$ cat src/rtl/adder_flit_injector_pkg.sv
`default_nettype none
// ============================================================================
// adder_char_pkg : shared state type, default sizes and thermometer-walk
//                  pattern function for the adder flit injector
// Revision: 1.0
// ============================================================================
package adder_char_pkg;

  localparam int c_def_n         = 21;
  localparam int c_def_payload   = 20;
  localparam int c_def_gap       = 7;
  localparam int c_def_packets   = 10;
  localparam int c_def_step_bits = 12;
  localparam int c_cnt_w         = 16;
  localparam int c_thermo_max_w  = 128;

  typedef enum logic [1:0] {
    ST_IDLE = 2'd0,
    ST_SEND = 2'd1,
    ST_GAP  = 2'd2,
    ST_FIN  = 2'd3
  } inj_state_e;

  // Step idx (0..6) of the walk: bits [hi-1:lo] of the 2n-bit word are ones.
  function automatic logic [c_thermo_max_w-1:0] thermo_step(input logic [2:0] idx,
                                                            input int n, input int s);
    logic [c_thermo_max_w-1:0] w;
    int lo;
    int hi;
    w  = '0;
    lo = 0;
    hi = 0;
    case (idx)
      3'd0:    begin lo = 2*n - s;   hi = 2*n; end
      3'd1:    begin lo = 2*n - 2*s; hi = 2*n; end
      3'd2:    begin lo = 2*n - 3*s; hi = 2*n; end
      3'd3:    begin lo = 0;         hi = 3*s; end
      3'd4:    begin lo = 0;         hi = 2*s; end
      3'd5:    begin lo = 0;         hi = s;   end
      default: begin lo = 0;         hi = 0;   end
    endcase
    for (int b = 0; b < c_thermo_max_w; b++) begin
      w[b] = (b >= lo) && (b < hi);
    end
    return w;
  endfunction

endpackage
`default_nettype wire

$ cat src/rtl/adder_flit_injector_if.sv
`default_nettype none
// ============================================================================
// adder_flit_injector_if : valid/ready flit bus carrying the two adder operands
// Revision: 1.0
// ============================================================================
interface adder_flit_injector_if import adder_char_pkg::*; #(
  parameter int N = c_def_n
);
  logic         out_valid;
  logic         out_ready;
  logic [N-1:0] input1;
  logic [N-1:0] input2;

  modport master (output out_valid, output input1, output input2, input out_ready);
  modport slave  (input out_valid, input input1, input input2, output out_ready);
endinterface
`default_nettype wire

$ cat src/rtl/adder_flit_injector_thermo_pattern_gen.sv
`default_nettype none
// ============================================================================
// thermo_pattern_gen : 7-step thermometer-walk word register with clear/advance
// Revision: 1.0
// ============================================================================
module thermo_pattern_gen import adder_char_pkg::*; #(
  parameter int N         = c_def_n,
  parameter int STEP_BITS = c_def_step_bits
) (
  input  logic           clk,
  input  logic           rst_n,
  input  logic           clear,
  input  logic           advance,
  output logic [2*N-1:0] word
);

  localparam int c_word_w = 2 * N;

  logic [2:0]          idx_q, idx_d;
  logic [c_word_w-1:0] word_q, word_d;

  // clear wins so a packet boundary always lands on P1
  always_comb begin
    idx_d  = idx_q;
    word_d = word_q;
    if (clear) begin
      idx_d  = 3'd0;
      word_d = c_word_w'(thermo_step(3'd0, N, STEP_BITS));
    end else if (advance) begin
      idx_d  = (idx_q == 3'd6) ? 3'd0 : idx_q + 3'd1;
      word_d = c_word_w'(thermo_step(idx_d, N, STEP_BITS));
    end
  end

  always_ff @(posedge clk or negedge rst_n) begin
    if (!rst_n) begin
      idx_q  <= 3'd0;
      word_q <= '0;
    end else begin
      idx_q  <= idx_d;
      word_q <= word_d;
    end
  end

  assign word = word_q;

endmodule
`default_nettype wire

$ cat src/rtl/adder_flit_injector.sv
`default_nettype none
// ============================================================================
// adder_flit_injector : packetized thermometer-walk operand source for adder
// Revision: 1.0
// ============================================================================
module adder_flit_injector import adder_char_pkg::*; #(
  parameter int N         = c_def_n,
  parameter int PAYLOAD   = c_def_payload,
  parameter int GAP       = c_def_gap,
  parameter int PACKETS   = c_def_packets,
  parameter int STEP_BITS = c_def_step_bits
) (
  input  logic                  clk,
  input  logic                  rst_n,
  input  logic                  start,
  output logic                  busy,
  output logic                  done,
  output logic [c_cnt_w-1:0]    pkt_cnt,
  output logic [c_cnt_w-1:0]    flit_cnt,
  adder_flit_injector_if.master flit
);

  localparam logic [c_cnt_w-1:0] c_payload_last = c_cnt_w'(PAYLOAD - 1);
  localparam logic [c_cnt_w-1:0] c_gap_last     = c_cnt_w'((GAP > 0) ? GAP - 1 : 0);
  localparam logic [c_cnt_w-1:0] c_pkt_total    = c_cnt_w'(PACKETS);

  inj_state_e          state_q, state_d;
  logic [c_cnt_w-1:0]  pkt_cnt_q, pkt_cnt_d;
  logic [c_cnt_w-1:0]  flit_cnt_q, flit_cnt_d;
  logic [c_cnt_w-1:0]  gap_cnt_q, gap_cnt_d;
  logic                busy_q, busy_d;
  logic                done_q, done_d;
  logic                out_valid_q, out_valid_d;
  logic                pat_clear;
  logic                pat_advance;
  logic                handshake;
  logic [2*N-1:0]      pat_word;

  assign handshake = out_valid_q & flit.out_ready;

  always_comb begin
    state_d     = state_q;
    pkt_cnt_d   = pkt_cnt_q;
    flit_cnt_d  = flit_cnt_q;
    gap_cnt_d   = gap_cnt_q;
    pat_clear   = 1'b0;
    pat_advance = 1'b0;
    case (state_q)
      ST_IDLE: begin
        if (start) begin
          pkt_cnt_d  = '0;
          flit_cnt_d = '0;
          if (PACKETS == 0) begin
            state_d = ST_FIN;
          end else begin
            state_d   = ST_SEND;
            pat_clear = 1'b1;
          end
        end
      end
      ST_SEND: begin
        if (handshake) begin
          if (flit_cnt_q == c_payload_last) begin
            // last flit keeps the word on the bus; next packet reloads P1
            pkt_cnt_d  = pkt_cnt_q + 1'b1;
            flit_cnt_d = '0;
            if (GAP != 0) begin
              state_d   = ST_GAP;
              gap_cnt_d = '0;
            end else if (pkt_cnt_q + 1'b1 == c_pkt_total) begin
              state_d = ST_FIN;
            end else begin
              pat_clear = 1'b1;
            end
          end else begin
            flit_cnt_d  = flit_cnt_q + 1'b1;
            pat_advance = 1'b1;
          end
        end
      end
      ST_GAP: begin
        if (gap_cnt_q == c_gap_last) begin
          if (pkt_cnt_q == c_pkt_total) begin
            state_d = ST_FIN;
          end else begin
            state_d   = ST_SEND;
            pat_clear = 1'b1;
          end
        end else begin
          gap_cnt_d = gap_cnt_q + 1'b1;
        end
      end
      default: begin
        state_d = ST_IDLE;
      end
    endcase
    out_valid_d = (state_d == ST_SEND);
    busy_d      = (state_d != ST_IDLE);
    done_d      = (state_d == ST_FIN);
  end

  always_ff @(posedge clk or negedge rst_n) begin
    if (!rst_n) begin
      state_q     <= ST_IDLE;
      pkt_cnt_q   <= '0;
      flit_cnt_q  <= '0;
      gap_cnt_q   <= '0;
      busy_q      <= 1'b0;
      done_q      <= 1'b0;
      out_valid_q <= 1'b0;
    end else begin
      state_q     <= state_d;
      pkt_cnt_q   <= pkt_cnt_d;
      flit_cnt_q  <= flit_cnt_d;
      gap_cnt_q   <= gap_cnt_d;
      busy_q      <= busy_d;
      done_q      <= done_d;
      out_valid_q <= out_valid_d;
    end
  end

  thermo_pattern_gen #(
    .N         (N),
    .STEP_BITS (STEP_BITS)
  ) u_pattern (
    .clk     (clk),
    .rst_n   (rst_n),
    .clear   (pat_clear),
    .advance (pat_advance),
    .word    (pat_word)
  );

  assign flit.out_valid = out_valid_q;
  assign flit.input1    = pat_word[N-1:0];
  assign flit.input2    = pat_word[2*N-1:N];
  assign busy           = busy_q;
  assign done           = done_q;
  assign pkt_cnt        = pkt_cnt_q;
  assign flit_cnt       = flit_cnt_q;

endmodule
`default_nettype wire

$ cat src/flat_wrapper.sv
// flat-port wrapper written by rule: the top's interface ports become plain ports
module adder_flit_injector_flat import adder_char_pkg::*;
#(
  parameter int N         = c_def_n,
  parameter int PAYLOAD   = c_def_payload,
  parameter int GAP       = c_def_gap,
  parameter int PACKETS   = c_def_packets,
  parameter int STEP_BITS = c_def_step_bits
)
  (clk, rst_n, start, busy, done, pkt_cnt, flit_cnt, flit_out_valid, flit_input1, flit_input2, flit_out_ready);
  adder_flit_injector_if #(.N(N)) flit_i ();
  input  logic clk;
  input  logic rst_n;
  input  logic start;
  output logic busy;
  output logic done;
  output logic [c_cnt_w-1:0] pkt_cnt;
  output logic [c_cnt_w-1:0] flit_cnt;
  output wire logic [$bits(flit_i.out_valid)-1:0] flit_out_valid;
  output wire logic [$bits(flit_i.input1)-1:0] flit_input1;
  output wire logic [$bits(flit_i.input2)-1:0] flit_input2;
  input wire logic [$bits(flit_i.out_ready)-1:0] flit_out_ready;
  assign flit_out_valid = flit_i.out_valid;
  assign flit_input1 = flit_i.input1;
  assign flit_input2 = flit_i.input2;
  assign flit_i.out_ready = flit_out_ready;
  adder_flit_injector #(.N(N), .PAYLOAD(PAYLOAD), .GAP(GAP), .PACKETS(PACKETS), .STEP_BITS(STEP_BITS)) u_core (.clk(clk), .rst_n(rst_n), .start(start), .busy(busy), .done(done), .pkt_cnt(pkt_cnt), .flit_cnt(flit_cnt), .flit(flit_i));
endmodule
$ cat config.mk
export PLATFORM = sky130hd
export DESIGN_NAME = adder_flit_injector_flat
export DESIGN_NICKNAME = d
export VERILOG_FILES = /design/src/rtl/adder_flit_injector_pkg.sv /design/src/rtl/adder_flit_injector_if.sv /design/src/rtl/adder_flit_injector_thermo_pattern_gen.sv /design/src/rtl/adder_flit_injector.sv /design/src/flat_wrapper.sv
export SDC_FILE = /design/constraint.sdc
export NUM_CORES = 1
export LEC_CHECK = 0
export CORE_MARGIN = 2
export CORE_UTILIZATION = 51
export CTS_CLUSTER_DIAMETER = 30
export DETAILED_ROUTE_END_ITERATION = 10
export PLACE_DENSITY = 0.8
export SLEW_MARGIN = 15
export SYNTH_ARGS = -nofsm -noshare
export SYNTH_HDL_FRONTEND = slang
export SYNTH_SLANG_ARGS = --single-unit
$ cat constraint.sdc
create_clock -name clk -period 2.5 [get_ports clk]
set_input_delay 0.25 -clock clk [delete_from_list [all_inputs] [get_ports clk]]
set_output_delay 0.25 -clock clk [all_outputs]
set_load 0.005 [all_outputs]
# Word-level counts from Yosys, hierarchy flattened

Cells that the tools add are included.

Bits in registers: 98
Bits in latches: 0
Bits in writable memories: 0
Bits in read-only memories: 0
Input port bits: 4
Output and inout bits: 77
Memories: 0

Add/sub/neg operators: 4
Multiply operators: 0
Div/mod/pow operators: 0
Magnitude comparators: 84
Equal/unequal tests: 17
Shift operators: 0
Mux-type cells: 35
Bitwise gates (word level): 1
Reductions and logical operators: 52

Operators with widths:

| operator              | number |
|---|---|
| $ge 6x32->1 const A   | 16 |
| $lt 6x32->1 const A   | 16 |
| $ge 7x32->1 const A   | 10 |
| $lt 7x32->1 const A   | 10 |
| $ge 5x32->1 const A   | 8 |
| $lt 5x32->1 const A   | 8 |
| $ge 4x32->1 const A   | 4 |
| $lt 4x32->1 const A   | 4 |
| $mux 16               | 8 |
| $mux 32               | 4 |
| $pmux 16 s2           | 3 |
| $mux 42               | 2 |
| $ge 3x32->1 const A   | 2 |
| $lt 3x32->1 const A   | 2 |
| $add 16x1->16 const B | 3 |
| $logic_and 1x1->1     | 42 |
| $ge 1x32->1 const A   | 1 |
| $ge 2x32->1 const A   | 1 |
| $lt 1x32->1 const A   | 1 |
| $lt 2x32->1 const A   | 1 |
| $pmux 6 s4            | 1 |
| $eq 16x3->1 const B   | 1 |
| $eq 16x4->1 const B   | 1 |
| $eq 16x5->1 const B   | 1 |
| other kinds (21)      | 43 |

# Logic depth before layout (Yosys ltp)

Depth in word-level cells: 11
Depth in mapped cells: 9
Depth with buffers taken out: 7

# Cells and area by module

Synthesis repeated with hierarchy kept, for this count alone.

Cells, all modules: 457
Area, all modules: 4289.1 sq um

By module, submodules not included:

| module              | instances | cells an instance | area each (sq um) |
|---|---|---|---|
| adder_flit_injector | 1         | 304               | 2876.5 |
| thermo_pattern_gen  | 1         | 153               | 1412.6 |

# Least setup slack after synthesis

Ideal clock, no wire load.

Path type: register -> register
Start point: register u_core.flit_cnt_q[0] (netlist: u_core.flit_cnt[0])
End point: register u_core.pkt_cnt_q[8] (netlist: u_core.pkt_cnt[8])
Library setup time: 77 ps
Data arrival time: 1833 ps
Required time: 2423 ps
Path slack: 589 ps
Stages on the path, launching flop included: 8
Buffers on the path: 1
Path through: dfrtp_1 > ha_1 > nor4b_1 > and4_1 > buf_2 > o21ai_4 > or4_1 > a21oi_1

Longest elaborated chain between the ends: 3

RTL lines:

| element                    | line                       | text |
|---|---|---|
| start, declared            | adder_flit_injector.sv:29  | `logic [c_cnt_w-1:0] flit_cnt_q, flit_cnt_d;` |
| start signal, assigned     | adder_flit_injector.sv:114 | `flit_cnt_q <= flit_cnt_d;` |
| $eq 16x5->1                | adder_flit_injector.sv:63  | `if (flit_cnt_q == c_payload_last) begin` |
| $ne 2x1->1 (no line)       | n/a                        |  |
| $reduce_and 4->1 (no line) | n/a                        |  |
| end signal, assigned       | adder_flit_injector.sv:113 | `pkt_cnt_q <= pkt_cnt_d;` |
| end, declared              | adder_flit_injector.sv:28  | `logic [c_cnt_w-1:0] pkt_cnt_q, pkt_cnt_d;` |

Every way passes these cells.
A chain may end at the register's enable or synchronous reset.

# Final worst setup path

Ends and elaborated chain as after synthesis.

==> impl_metrics.csv <==
group,metric,value,unit
critical_path,cp_slowest_stage_delay,0.52,ns
cts,h-tree-depth,3,
pwr,p_seq_share,38.6,%
synth,yosys.area_share.simple,24.5,%
synth,synthFlopType,"dfrtp_1",
floorplanning,die_h,90.7,um
global_routing,antenna_found_initial,0,
detailed_routing,dr.pass1.iters,4,
detailed_routing,routedWlPerCell,14.8,um
cts,cts_root_buffer,"clkbuf_8",
timing,clock.fmax,453,MHz
critical_path,crit_path_cell_trace,"ha_1 -> nor4b_1 -> and4_1 -> o21ai_4 -> or4_1 -> a21oi_1",
synth,synth-xor-area-share,7.09,%
synth,avgSynthCellArea,9.23,um^2
place,place.gp.congestion,0.844,
floorplanning,dieArea,8220,um^2
global_routing,grt_pass1_wl,15.0,mm
pwr,ir_drop,0.406,mV
global_routing,grt_pass1_vias,3185,
global_routing,grt_use_met2,35.5,%
detailed_routing,drt-initial-drc-count,156,
synth,synth_fa_ha_area_share,2.29,%
timing,finalSetupViolCount,0,
worst_hold_path,hp-class,"input port to async pin",
floorplanning,ios,81,
timing,slew_violations,0,
finish,final_cell_mix,"79 x clkdlybuf4s50_1, 70 x dfrtp_1, 49 x nor2_1",
finish,insertedDiodeCount,0,
critical_path,reg2reg_slack,0.29,ns
pwr,p_comb_share,43.1,%
critical_path,cp.required,2.76,ns
synth,synth_compound_area_share,11.5,%
place,io_buffers,80,
synth,synth-seq-cells,70,
detailed_routing,vias,3223,
floorplanning,core_area,7250,um^2
job,max_cap_viol_count,0,
timing,skew,0.0110,ns
pwr,intPower,2960,uW
critical_path,startpoint_type,"flip-flop",
cts,cts_tree,"done",
global_routing,grt_usage,22.0,%
global_routing,grtUsageMet3,4.01,%
timing,hold_viol,0,
place,dp_hpwl,6.10,mm
synth,ys_seq_area_share,45.7,%
pwr,power_density,982,nW/um^2
detailed_routing,ant_nets,0,
global_routing,gr-usage-met1,29.2,%
synth,synthArstFlopShare,100,%
floorplanning,start_util,52.8,%
critical_path,crit_type,"flip-flop to flip-flop",
critical_path,end_kind,"flip-flop",
finish,drive_gt1_share,6.71,%
timing,setup-tns-final,0,ns
critical_path,crit_slowest_cell,"or4_1",
detailed_routing,viasPerCell,5.60,
floorplanning,std_cell_rows,31,
finish,nets,483,
synth,synth_nets,426,
cts,clock_sinks,70,
critical_path,reg2reg_to,"u_core.pkt_cnt[8]$_DFFE_PN0P_",
cts,clk_latency,0.34,ns
timing,period_share,88.2,%
detailed_routing,drc_errors,0,
synth,synth.area.mux_share,0.523,%
finish,final_common_cell,"clkdlybuf4s50_1",
timing,worst_slew_pin_slew,0.689,ns
synth,ys_types,53,
synth,synth_edf_count,0,
pwr,p_clk_share,18.3,%
critical_path,arrival,2.47,ns
outcome,status,"complete, no violations",
detailed_routing,drt-total-wl,8.55,mm
timing,fin_crit,2.21,ns
critical_path,reg2reg_from,"u_core.flit_cnt[0]$_DFFE_PN0P_",
critical_path,reg2regPathDepth,6,
timing,rsz0062_at_grt,"false",
timing,slew_headroom,54.1,%
synth,synth_top_family_by_area,"simple AND/OR/NAND/NOR gates",
finish,fill_cells,621,
global_routing,busiest_layer,"met2",
finish,final_util,65.3,%
cts,cts_buffers,9,
pwr,leakage,0.00195,uW
critical_path,critPathMaxFanout,9,
global_routing,gr-total-overflow,0,
finish,multi_input_area,1760,um^2
pwr,power_switching,1690,uW
synth,synthesis.area,3830,um^2
synth,syn_inst,415,
pwr,swShare,36.3,%
global_routing,grt_max_degree,42,
finish,seq_area,1750,um^2
cts,clk_pin_slew,0.07,ns
floorplanning,die_w,90.7,um
synth,ys.warnings.count,0,
cts,clockBufferDepth,2,
finish,area_delta_synth_final,23.7,%
worst max-delay path, delay by kind of cell, from the launching register on:
family | cells | cell delay, ns
and+or+nand+nor | 3 | 1.20
DFF | 1 | 0.41
AOI/OAI and AO/OA | 2 | 0.28
adders and majority gates | 1 | 0.24
cell type report:
cell class                      count  area share, %
Sequential cell                    70           37.0
Tap cell                           99           2.61
Clock inverter                      3          0.370
Multi-Input combinational cell    293           37.2
Timing Repair Buffer               89           18.5
Clock buffer                       13           3.57
Inverter                            9          0.713
timing repair:
action,in CTS,in global routing
buffers inserted,0,0
endpoints found under the setup margin,0,8
gates resized for setup,0,1
endpoints found under the hold margin,29,0
hold buffers,1,0
power by group through the flow:
| stage | logic [uW] | registers, uW | clock network [uW] |
|---|---|---|---|
| 2_1_floorplan | 1320 | 1730 | 0 |
| 3_3_place_gp | 1940 | 1790 | 0 |
| 3_5_place_dp | 2000 | 1810 | 0 |
| 4_1_cts | 2010 | 1790 | 871 |
| 5_1_grt | 2220 | 1860 | 925 |
| 6_report | 2010 | 1800 | 853 |
kinds of logic (layout without fill, tap and decap cells):
kind of cell             after synthesis  in the layout
adder cells (fa/ha/maj)                7              7
AO/OA/AOI/OAI                         70             70
flip-flops                            70             70
AND/OR/NAND/NOR                      183            183
multiplexers                           2              2
buffers and inverters                 52            114
XOR/XNOR                              31             31
synth_stat cells, types with 7 or more instances:
| cell type | instances | area, um^2 |
|---|---|---|
| a21oi_1 | 25 | 125 |
| and3_1 | 8 | 50.1 |
| buf_2 | 7 | 35.0 |
| buf_4 | 28 | 210 |
| dfrtp_1 | 70 | 1750 |
| ha_1 | 7 | 87.6 |
| inv_1 | 9 | 33.8 |
| nand2_1 | 41 | 154 |
| nand3_1 | 19 | 95.1 |
| nand4_1 | 8 | 50.1 |
| nor2_1 | 50 | 188 |
| nor3_1 | 12 | 60.1 |
| nor4_1 | 7 | 43.8 |
| o21ai_0 | 16 | 80.1 |
| or3_1 | 8 | 50.1 |
| xnor2_1 | 13 | 114 |
| xor2_1 | 18 | 158 |
metal layers:
| layer | share of wire (%) | routed length, um | vias to the layer above |
|---|---|---|---|
| met5 | 0 | 0 | - |
| met4 | 1.9 | 162 | 0 |
| met3 | 5.6 | 476 | 15 |
| met2 | 48 | 4140 | 113 |
| met1 | 44 | 3770 | 1552 |
| li1 | - | - | 1543 |
state kept, by name (all words and copies together), names as in the netlist:
signal and flops:
u_core.busy 1, u_core.flit_cnt 16, u_core.done 1, u_core.pkt_cnt 16, u_core.u_pattern.idx_q 3, u_core.flit.out_valid 1
u_core.u_pattern.word 14, u_core.state_q 2, u_core.gap_cnt_q 16
worst max path at each step:
stage | from | to | slack (ns) | depth (start not counted)
after CTS | u_core.flit_cnt[0]$_DFFE_PN0P_ | u_core.u_pattern.word[15]$_DFFE_PN0P_ | 0.07 | 6
final | u_core.flit_cnt[0]$_DFFE_PN0P_ | u_core.pkt_cnt[8]$_DFFE_PN0P_ | 0.29 | 6
after detailed placement | u_core.flit_cnt[0]$_DFFE_PN0P_ | u_core.u_pattern.word[15]$_DFFE_PN0P_ | 0.09 | 6
after global placement | u_core.flit_cnt[0]$_DFFE_PN0P_ | u_core.u_pattern.word[15]$_DFFE_PN0P_ | 0.16 | 6
after global routing | u_core.flit_cnt[0]$_DFFE_PN0P_ | u_core.u_pattern.word[15]$_DFFE_PN0P_ | 0.12 | 6
after floorplan | u_core.flit_cnt[0]$_DFFE_PN0P_ | u_core.pkt_cnt[8]$_DFFE_PN0P_ | 0.59 | 7
metrics by stage:
| step | hold WS (ns) | setup WS, ns | std cells | cell area [um^2] | power (uW) |
|---|---|---|---|---|---|
| after global placement | 0.328 | 0.158 | 559 | 4540 | 3730 |
| final | 0.486 | 0.294 | 576 | 4740 | 4650 |
| after CTS | 0.503 | 0.0712 | 576 | 4730 | 4680 |
| after floorplan | -0.0456 | 0.589 | 415 | 3830 | 3050 |
| after global routing | 0.560 | 0.117 | 576 | 4740 | 5000 |
| after detailed placement | 0.330 | 0.0920 | 559 | 4540 | 3820 |
Note: power is estimated with default switching activity, not from simulation.
